===== src/rtl/poly_pkg.sv =====
// Shared types and constants for the polynomial root search block:
// controller state encoding and the operand-mux selects of the datapath.
package poly_pkg;

    // Default datapath width; all arithmetic wraps modulo 2^W.
    localparam int W_DEF = 16;

    // Controller states. One Horner step per EVAL state, then the compare.
    typedef enum logic [2:0] {
        IDLE  = 3'd0,
        EVAL1 = 3'd1,
        EVAL2 = 3'd2,
        EVAL3 = 3'd3,
        CHECK = 3'd4,
        DONE  = 3'd5
    } state_e;

    // Multiplier left operand: latched A (first Horner step) or H+B (second).
    typedef enum logic {
        MUL_A  = 1'b0,
        MUL_HB = 1'b1
    } mul_sel_e;

    // Adder right operand: B (feeds the multiplier) or C (forms the sum S).
    typedef enum logic {
        ADD_B = 1'b0,
        ADD_C = 1'b1
    } add_sel_e;

endpackage


===== src/rtl/poly_root_search_if.sv =====
// Start/done handshake and operand bus of the root search block.
interface poly_root_search_if #(
    parameter int W = 16
) ();
    logic         inicio;
    logic [W-1:0] y;
    logic [W-1:0] A;
    logic [W-1:0] B;
    logic [W-1:0] C;
    logic         ocupado;
    logic         pronto;
    logic         encontrado;
    logic [W-1:0] x_out;

    // Requester side: issues the start and the operands, observes the result.
    modport master (
        output inicio, y, A, B, C,
        input  ocupado, pronto, encontrado, x_out
    );

    // Search engine side.
    modport slave (
        input  inicio, y, A, B, C,
        output ocupado, pronto, encontrado, x_out
    );
endinterface


===== src/rtl/poly_root_bo.sv =====
// Datapath of the root search: latched operands, candidate counter x,
// Horner registers H and S, one shared W x W multiplier, one shared adder,
// equality comparator, and the held result registers.
module poly_root_bo
    import poly_pkg::*;
#(
    parameter int W     = W_DEF,
    parameter int X_MAX = 15
) (
    input  logic         clk,
    input  logic         rst,
    input  logic         i_start,
    input  logic         i_ld_h,
    input  mul_sel_e     i_mul_sel,
    input  add_sel_e     i_add_sel,
    input  logic         i_ld_s,
    input  logic         i_inc_x,
    input  logic         i_found,
    input  logic         i_not_found,
    input  logic [W-1:0] i_y,
    input  logic [W-1:0] i_a,
    input  logic [W-1:0] i_b,
    input  logic [W-1:0] i_c,
    output logic         o_match,
    output logic         o_last,
    output logic         o_encontrado,
    output logic [W-1:0] o_x_out
);

    localparam logic [W-1:0] X_LAST = W'(X_MAX);

    logic [W-1:0] r_y, r_a, r_b, r_c;
    logic [W-1:0] r_x, r_h, r_s;
    logic [W-1:0] r_x_out;
    logic         r_encontrado;

    logic [W-1:0] w_add_rhs;
    logic [W-1:0] w_sum;
    logic [W-1:0] w_mul_lhs;
    logic [W-1:0] w_prod;

    // Shared adder: H+B feeds the multiplier, H+C forms the final sum.
    assign w_add_rhs = (i_add_sel == ADD_C) ? r_c : r_b;
    assign w_sum     = r_h + w_add_rhs;

    // Shared multiplier; keeping only the low W bits is the mod 2^W wrap.
    assign w_mul_lhs = (i_mul_sel == MUL_HB) ? w_sum : r_a;
    assign w_prod    = w_mul_lhs * r_x;

    assign o_match      = (r_s == r_y);
    assign o_last       = (r_x == X_LAST);
    assign o_encontrado = r_encontrado;
    assign o_x_out      = r_x_out;

    // Capture the operands once per search so later bus changes are ignored.
    // NOTE: these are a handful of flops, not a memory, so every one is reset.
    always_ff @(posedge clk or negedge rst) begin
        if (!rst) begin
            r_y <= '0;
            r_a <= '0;
            r_b <= '0;
            r_c <= '0;
        end else if (i_start) begin
            // NOTE: non-blocking so every register samples pre-edge values.
            r_y <= i_y;
            r_a <= i_a;
            r_b <= i_b;
            r_c <= i_c;
        end
    end

    // Candidate counter: cleared on start, bumped only after a failed compare
    // that was not the last candidate, so it never wraps past X_MAX.
    always_ff @(posedge clk or negedge rst) begin
        if (!rst) begin
            r_x <= '0;
        end else if (i_start) begin
            r_x <= '0;
        end else if (i_inc_x) begin
            r_x <= r_x + W'(1);
        end
    end

    // Horner accumulators: H takes the multiplier output, S the final sum.
    always_ff @(posedge clk or negedge rst) begin
        if (!rst) begin
            r_h <= '0;
            r_s <= '0;
        end else begin
            if (i_ld_h) r_h <= w_prod;
            if (i_ld_s) r_s <= w_sum;
        end
    end

    // Result registers, held from the done pulse until the next start.
    always_ff @(posedge clk or negedge rst) begin
        if (!rst) begin
            r_encontrado <= 1'b0;
            r_x_out      <= '0;
        end else if (i_start) begin
            r_encontrado <= 1'b0;
        end else if (i_found) begin
            r_encontrado <= 1'b1;
            r_x_out      <= r_x;
        end else if (i_not_found) begin
            r_encontrado <= 1'b0;
            r_x_out      <= X_LAST;
        end
    end

endmodule


===== src/rtl/poly_root_search.sv =====
// Root search top: control FSM sequencing the Horner datapath over
// x = 0..X_MAX and reporting the first x where A*x^2+B*x+C == y (mod 2^W).
module poly_root_search
    import poly_pkg::*;
#(
    parameter int W     = W_DEF,
    parameter int X_MAX = 15
) (
    input  logic              clk,
    input  logic              rst,
    poly_root_search_if.slave bus
);

    state_e   r_state;
    state_e   w_next;
    logic     w_start;
    logic     w_ld_h;
    mul_sel_e w_mul_sel;
    add_sel_e w_add_sel;
    logic     w_ld_s;
    logic     w_inc_x;
    logic     w_found;
    logic     w_not_found;
    logic     w_match;
    logic     w_last;

    // State register; reset aborts any search in progress.
    always_ff @(posedge clk or negedge rst) begin
        if (!rst) r_state <= IDLE;
        else      r_state <= w_next;
    end

    // Next-state and datapath strobes for the current state.
    always_comb begin
        // NOTE: every output gets a default first so no path can infer a latch.
        w_next      = r_state;
        w_start     = 1'b0;
        w_ld_h      = 1'b0;
        w_mul_sel   = MUL_A;
        w_add_sel   = ADD_B;
        w_ld_s      = 1'b0;
        w_inc_x     = 1'b0;
        w_found     = 1'b0;
        w_not_found = 1'b0;
        unique case (r_state)
            IDLE: begin
                if (bus.inicio) begin
                    w_start = 1'b1;
                    w_next  = EVAL1;
                end
            end
            EVAL1: begin
                w_ld_h    = 1'b1;
                w_mul_sel = MUL_A;
                w_next    = EVAL2;
            end
            EVAL2: begin
                w_ld_h    = 1'b1;
                w_mul_sel = MUL_HB;
                w_add_sel = ADD_B;
                w_next    = EVAL3;
            end
            EVAL3: begin
                w_ld_s    = 1'b1;
                w_add_sel = ADD_C;
                w_next    = CHECK;
            end
            CHECK: begin
                if (w_match) begin
                    w_found = 1'b1;
                    w_next  = DONE;
                end else if (w_last) begin
                    w_not_found = 1'b1;
                    w_next      = DONE;
                end else begin
                    w_inc_x = 1'b1;
                    w_next  = EVAL1;
                end
            end
            DONE:    w_next = IDLE;
            default: w_next = IDLE;
        endcase
    end

    // Status flags are pure decodes of the registered state.
    assign bus.ocupado = (r_state == EVAL1) || (r_state == EVAL2) ||
                         (r_state == EVAL3) || (r_state == CHECK);
    assign bus.pronto  = (r_state == DONE);

    poly_root_bo #(
        .W     (W),
        .X_MAX (X_MAX)
    ) u_bo (
        .clk          (clk),
        .rst          (rst),
        .i_start      (w_start),
        .i_ld_h       (w_ld_h),
        .i_mul_sel    (w_mul_sel),
        .i_add_sel    (w_add_sel),
        .i_ld_s       (w_ld_s),
        .i_inc_x      (w_inc_x),
        .i_found      (w_found),
        .i_not_found  (w_not_found),
        .i_y          (bus.y),
        .i_a          (bus.A),
        .i_b          (bus.B),
        .i_c          (bus.C),
        .o_match      (w_match),
        .o_last       (w_last),
        .o_encontrado (bus.encontrado),
        .o_x_out      (bus.x_out)
    );

endmodule


===== src/flat_wrapper.sv =====
// flat-port wrapper written by rule: the top's interface ports become plain ports
module poly_root_search_flat import poly_pkg::*;
#(
    parameter int W     = W_DEF,
    parameter int X_MAX = 15
)
  (clk, rst, bus_inicio, bus_y, bus_A, bus_B, bus_C, bus_ocupado, bus_pronto, bus_encontrado, bus_x_out);
  poly_root_search_if #(.W(W)) bus_i ();
  input  logic clk;
  input  logic rst;
  input wire logic [$bits(bus_i.inicio)-1:0] bus_inicio;
  input wire logic [$bits(bus_i.y)-1:0] bus_y;
  input wire logic [$bits(bus_i.A)-1:0] bus_A;
  input wire logic [$bits(bus_i.B)-1:0] bus_B;
  input wire logic [$bits(bus_i.C)-1:0] bus_C;
  output wire logic [$bits(bus_i.ocupado)-1:0] bus_ocupado;
  output wire logic [$bits(bus_i.pronto)-1:0] bus_pronto;
  output wire logic [$bits(bus_i.encontrado)-1:0] bus_encontrado;
  output wire logic [$bits(bus_i.x_out)-1:0] bus_x_out;
  assign bus_i.inicio = bus_inicio;
  assign bus_i.y = bus_y;
  assign bus_i.A = bus_A;
  assign bus_i.B = bus_B;
  assign bus_i.C = bus_C;
  assign bus_ocupado = bus_i.ocupado;
  assign bus_pronto = bus_i.pronto;
  assign bus_encontrado = bus_i.encontrado;
  assign bus_x_out = bus_i.x_out;
  poly_root_search #(.W(W), .X_MAX(X_MAX)) u_core (.clk(clk), .rst(rst), .bus(bus_i));
endmodule

===== config.mk =====
export PLATFORM = sky130hd
export DESIGN_NAME = poly_root_search_flat
export DESIGN_NICKNAME = d
export VERILOG_FILES = /design/src/rtl/poly_pkg.sv /design/src/rtl/poly_root_search_if.sv /design/src/rtl/poly_root_bo.sv /design/src/rtl/poly_root_search.sv /design/src/flat_wrapper.sv
export SDC_FILE = /design/constraint.sdc
export NUM_CORES = 1
export LEC_CHECK = 0
export ABC_AREA = 1
export BUFFER_PORTS_ARGS = -buffer_cell sky130_fd_sc_hd__buf_2
export CORE_AREA = 5 5 171 173
export DETAILED_ROUTE_END_ITERATION = 10
export DIE_AREA = 0 0 176 178
export GPL_TIMING_DRIVEN = 1
export PLACE_DENSITY_LB_ADDON = 0.3
export SLEW_MARGIN = 20
export SYNTH_ARGS = -nofsm -noshare
export SYNTH_HDL_FRONTEND = slang
export SYNTH_SLANG_ARGS = --single-unit

===== constraint.sdc =====
create_clock -name clk -period 7.61 [get_ports clk]
set_input_delay 1.1415 -clock clk [delete_from_list [all_inputs] [get_ports clk]]
set_output_delay 1.1415 -clock clk [all_outputs]
set_load 0.1 [all_outputs]

==> out/metrics.cfg <==
[run_status]
status = completed

[layout]
drive_gt1_share_pct = 12.37
syn2layout_area_growth_pct = 14.42
layout.cells.non_filler = 1890
num_antenna_cells = 0
design_area_mm2 = 0.01235
fin_nets = 1746
final_common_cell = nand2_1
most-common-layout-cells = 500 x nand2_1, 225 x inv_1, 131 x dfrtp_1, 116 x nor2_1, 84 x buf_2
final_util_pct = 44.96

[sta]
timing.final.hold_violations = 0
fin_crit_ps = 7080
worst_pin_slew_ps = 747.9
setup_viol = 0
clock_skew_ps = 8.464
slew_headroom_pct = 50.14
fmax_mhz = 141.2
report.final.slew_viol_count = 0
timing.final.crit_share_pct = 93.04

[setup_path]
worstSetupStartpointType = register
crit_top_cell = nand2_1
end_kind = register
worst-setup-path-type = reg -> reg
path_max_fanout = 15
cp_slowest_cell = fa_1
worstPathRequired_ps = 7950
cp.arrival_ps = 7420
slowest_delay_ps = 560

[global_route]
antenna_found_initial = 0
grt_pass1_wl_um = 50220
grt_max_degree = 80
grt_pass1_vias = 9586
grtUsageTotal_pct = 20.14
overflow = 0

[routing]
drc = 0
viasPerCell = 4.919
wire_per_inst_um = 15.95
drtIter0Drc = 701
routed_wl_um = 30140
vias = 9297
detail-route-antenna-nets = 0
dr.pass1.iters = 5

[die]
dieArea_mm2 = 0.03133
die_w_um = 176
start_util_pct = 39.29
core_area_mm2 = 0.02748
num_io_pins = 86
rows = 61
die_h_um = 178

[logic_synthesis]
syn-num-nets = 1668
ys_async_sr_fraction_pct = 100.0
ys_ff_latch = 132
synth_edf_count = 0
syn_area_per_cell_um2 = 7.431
netlist_instances = 1453
seq_area_frac_synth_pct = 30.59
yosys_most_used_dff = dfrtp_1
synth.distinct_cells = 44
synth_area_mm2 = 0.01080
yosysWarnings = 0

[placement]
place_hpwl_um = 24000
dp_cells = 1855
numPortBuffers = 85
gp_congestion = 0.9131
place_area_mm2 = 0.01159

[power_and_ir_drop]
switching_share_pct = 49.03
leakage_nw = 6.622
p_int_w = 0.002208
powerDensity_mw_per_mm2 = 350.7
switchingPower_w = 0.002124
p_comb_share_pct = 53.3
pwr-share-seq_pct = 26.8
irDropWorstVdd_v = 0.0003158
clock_power_share_pct = 19.9

[clocking]
clk_latency_ps = 420
ctsHoldBuffers = 0
htree_levels = 4
clock_path_buffers = 2
tritoncts = yes
cts-buffers-inserted = 17
clock-root-buffer = clkbuf_16
path_clk_slew_ps = 60
cts_sinks = 132

[worst_hold_path]
hp-class = reg -> reg

[flow_run]
max_cap_violations = 0

repair_timing:
action                     in CTS  in global routing
resized for setup               0                 31
setup endpoints to repair       0                  2
setup buffers                   0                  3
worst max-delay path, delay by kind of cell (launching register included):
kind,cells,cell delay (ps)
fa+ha+maj,8,3860
compound gates,2,280
flops,1,400
buf+inv,6,580
simple gates,16,1900
metal layers:
metal | global-route usage [%] | vias up | routed length, um
li1 | - | 4614 | -
met1 | 28.92 | 4388 | 14410
met2 | 31.86 | 250 | 13490
met3 | 3.116 | 45 | 1587
met4 | 5.621 | 0 | 650
met5 | 0 | - | 0
sequential cells by signal (all words and copies together) (netlist names):
signal,count
u_core.u_bo.r_h,16
u_core.r_state,3
u_core.u_bo.r_c,16
u_core.u_bo.r_s,16
u_core.u_bo.r_x,16
u_core.u_bo.r_a,16
u_core.u_bo.r_y,16
u_core.u_bo.o_x_out,16
u_core.u_bo.o_encontrado,1
u_core.u_bo.r_b,16
power by group through the flow:
| stage | sequential, W | combinational [W] | clock [W] |
|---|---|---|---|
| after global routing | 0.00119 | 0.00259 | 0.000908 |
| final | 0.00116 | 0.00231 | 0.000862 |
| after CTS | 0.00115 | 0.00222 | 0.000878 |
| after detailed placement | 0.00116 | 0.00219 | 0 |
| after floorplan | 0.00108 | 0.00156 | 0 |
| after global placement | 0.00116 | 0.00217 | 0 |
layout make-up:
| cell class | instances | area, um2 |
|---|---|---|
| clock buffer | 19 | 452.9 |
| clock inverter | 13 | 162.7 |
| fill | 2813 | 15120 |
| inverter | 234 | 878.3 |
| multi-input combinational | 1043 | 6551 |
| sequential | 132 | 3304 |
| tap | 346 | 432.9 |
| timing repair buffer | 103 | 570.5 |
worst paths after layout:
kind	from	end	slack, ps	cells after the start
min reg2reg	u_core.u_bo.o_x_out[14]	u_core.u_bo.o_x_out[14]	470	2
max	u_core.r_state[0]	u_core.u_bo.r_h[14]	530	32
min	u_core.u_bo.o_x_out[14]	u_core.u_bo.o_x_out[14]	470	2
max in group asynchronous	rst	u_core.u_bo.o_x_out[0]	5640	2
min in group asynchronous	rst	u_core.u_bo.r_b[6]	730	1
max reg2reg	u_core.r_state[0]	u_core.u_bo.r_h[14]	530	32
synthesized netlist by cell type (10+ instances only):
master    instances  area share, %
a21oi_1          30            1.4
a31oi_1          17           0.99
clkbuf_1         34            1.2
dfrtp_1         132             31
fa_1             81             15
ha_1             67            7.8
inv_1           228            7.9
nand2_1         505             18
nand3_1          80            3.7
nand4_1          14           0.81
nor2_1          118            4.1
nor3_1           11           0.51
o21ai_0          41            1.9
xnor2_1          15            1.2
xor2_1           10           0.81
stage by stage:
step	total power [W]	worst slack (ps)	hold slack, ps	TNS, ps
final	0.004332	529.8	474.3	0
after global routing	0.004685	-22.61	493.0	-22.61
after CTS	0.004251	171.6	483.0	0
after detailed placement	0.003359	226.5	465.4	0
after global placement	0.003337	370.8	461.1	0
after floorplan	0.002640	562.2	441.2	0
kinds of logic (layout without fill, tap and decap cells):
logic type | count (synthesis) | in the layout | synth area share (%)
buffers and inverters | 278 | 369 | 9.897
adders and majority gates | 148 | 148 | 22.78
and+or+nand+nor | 765 | 765 | 29.13
muxes | 1 | 1 | 0.09271
AOI/OAI and AO/OA | 104 | 104 | 5.470
xor gates and xnor gates | 25 | 25 | 2.028
DFF | 132 | 132 | 30.59
Power figures use the tool's default switching activity.
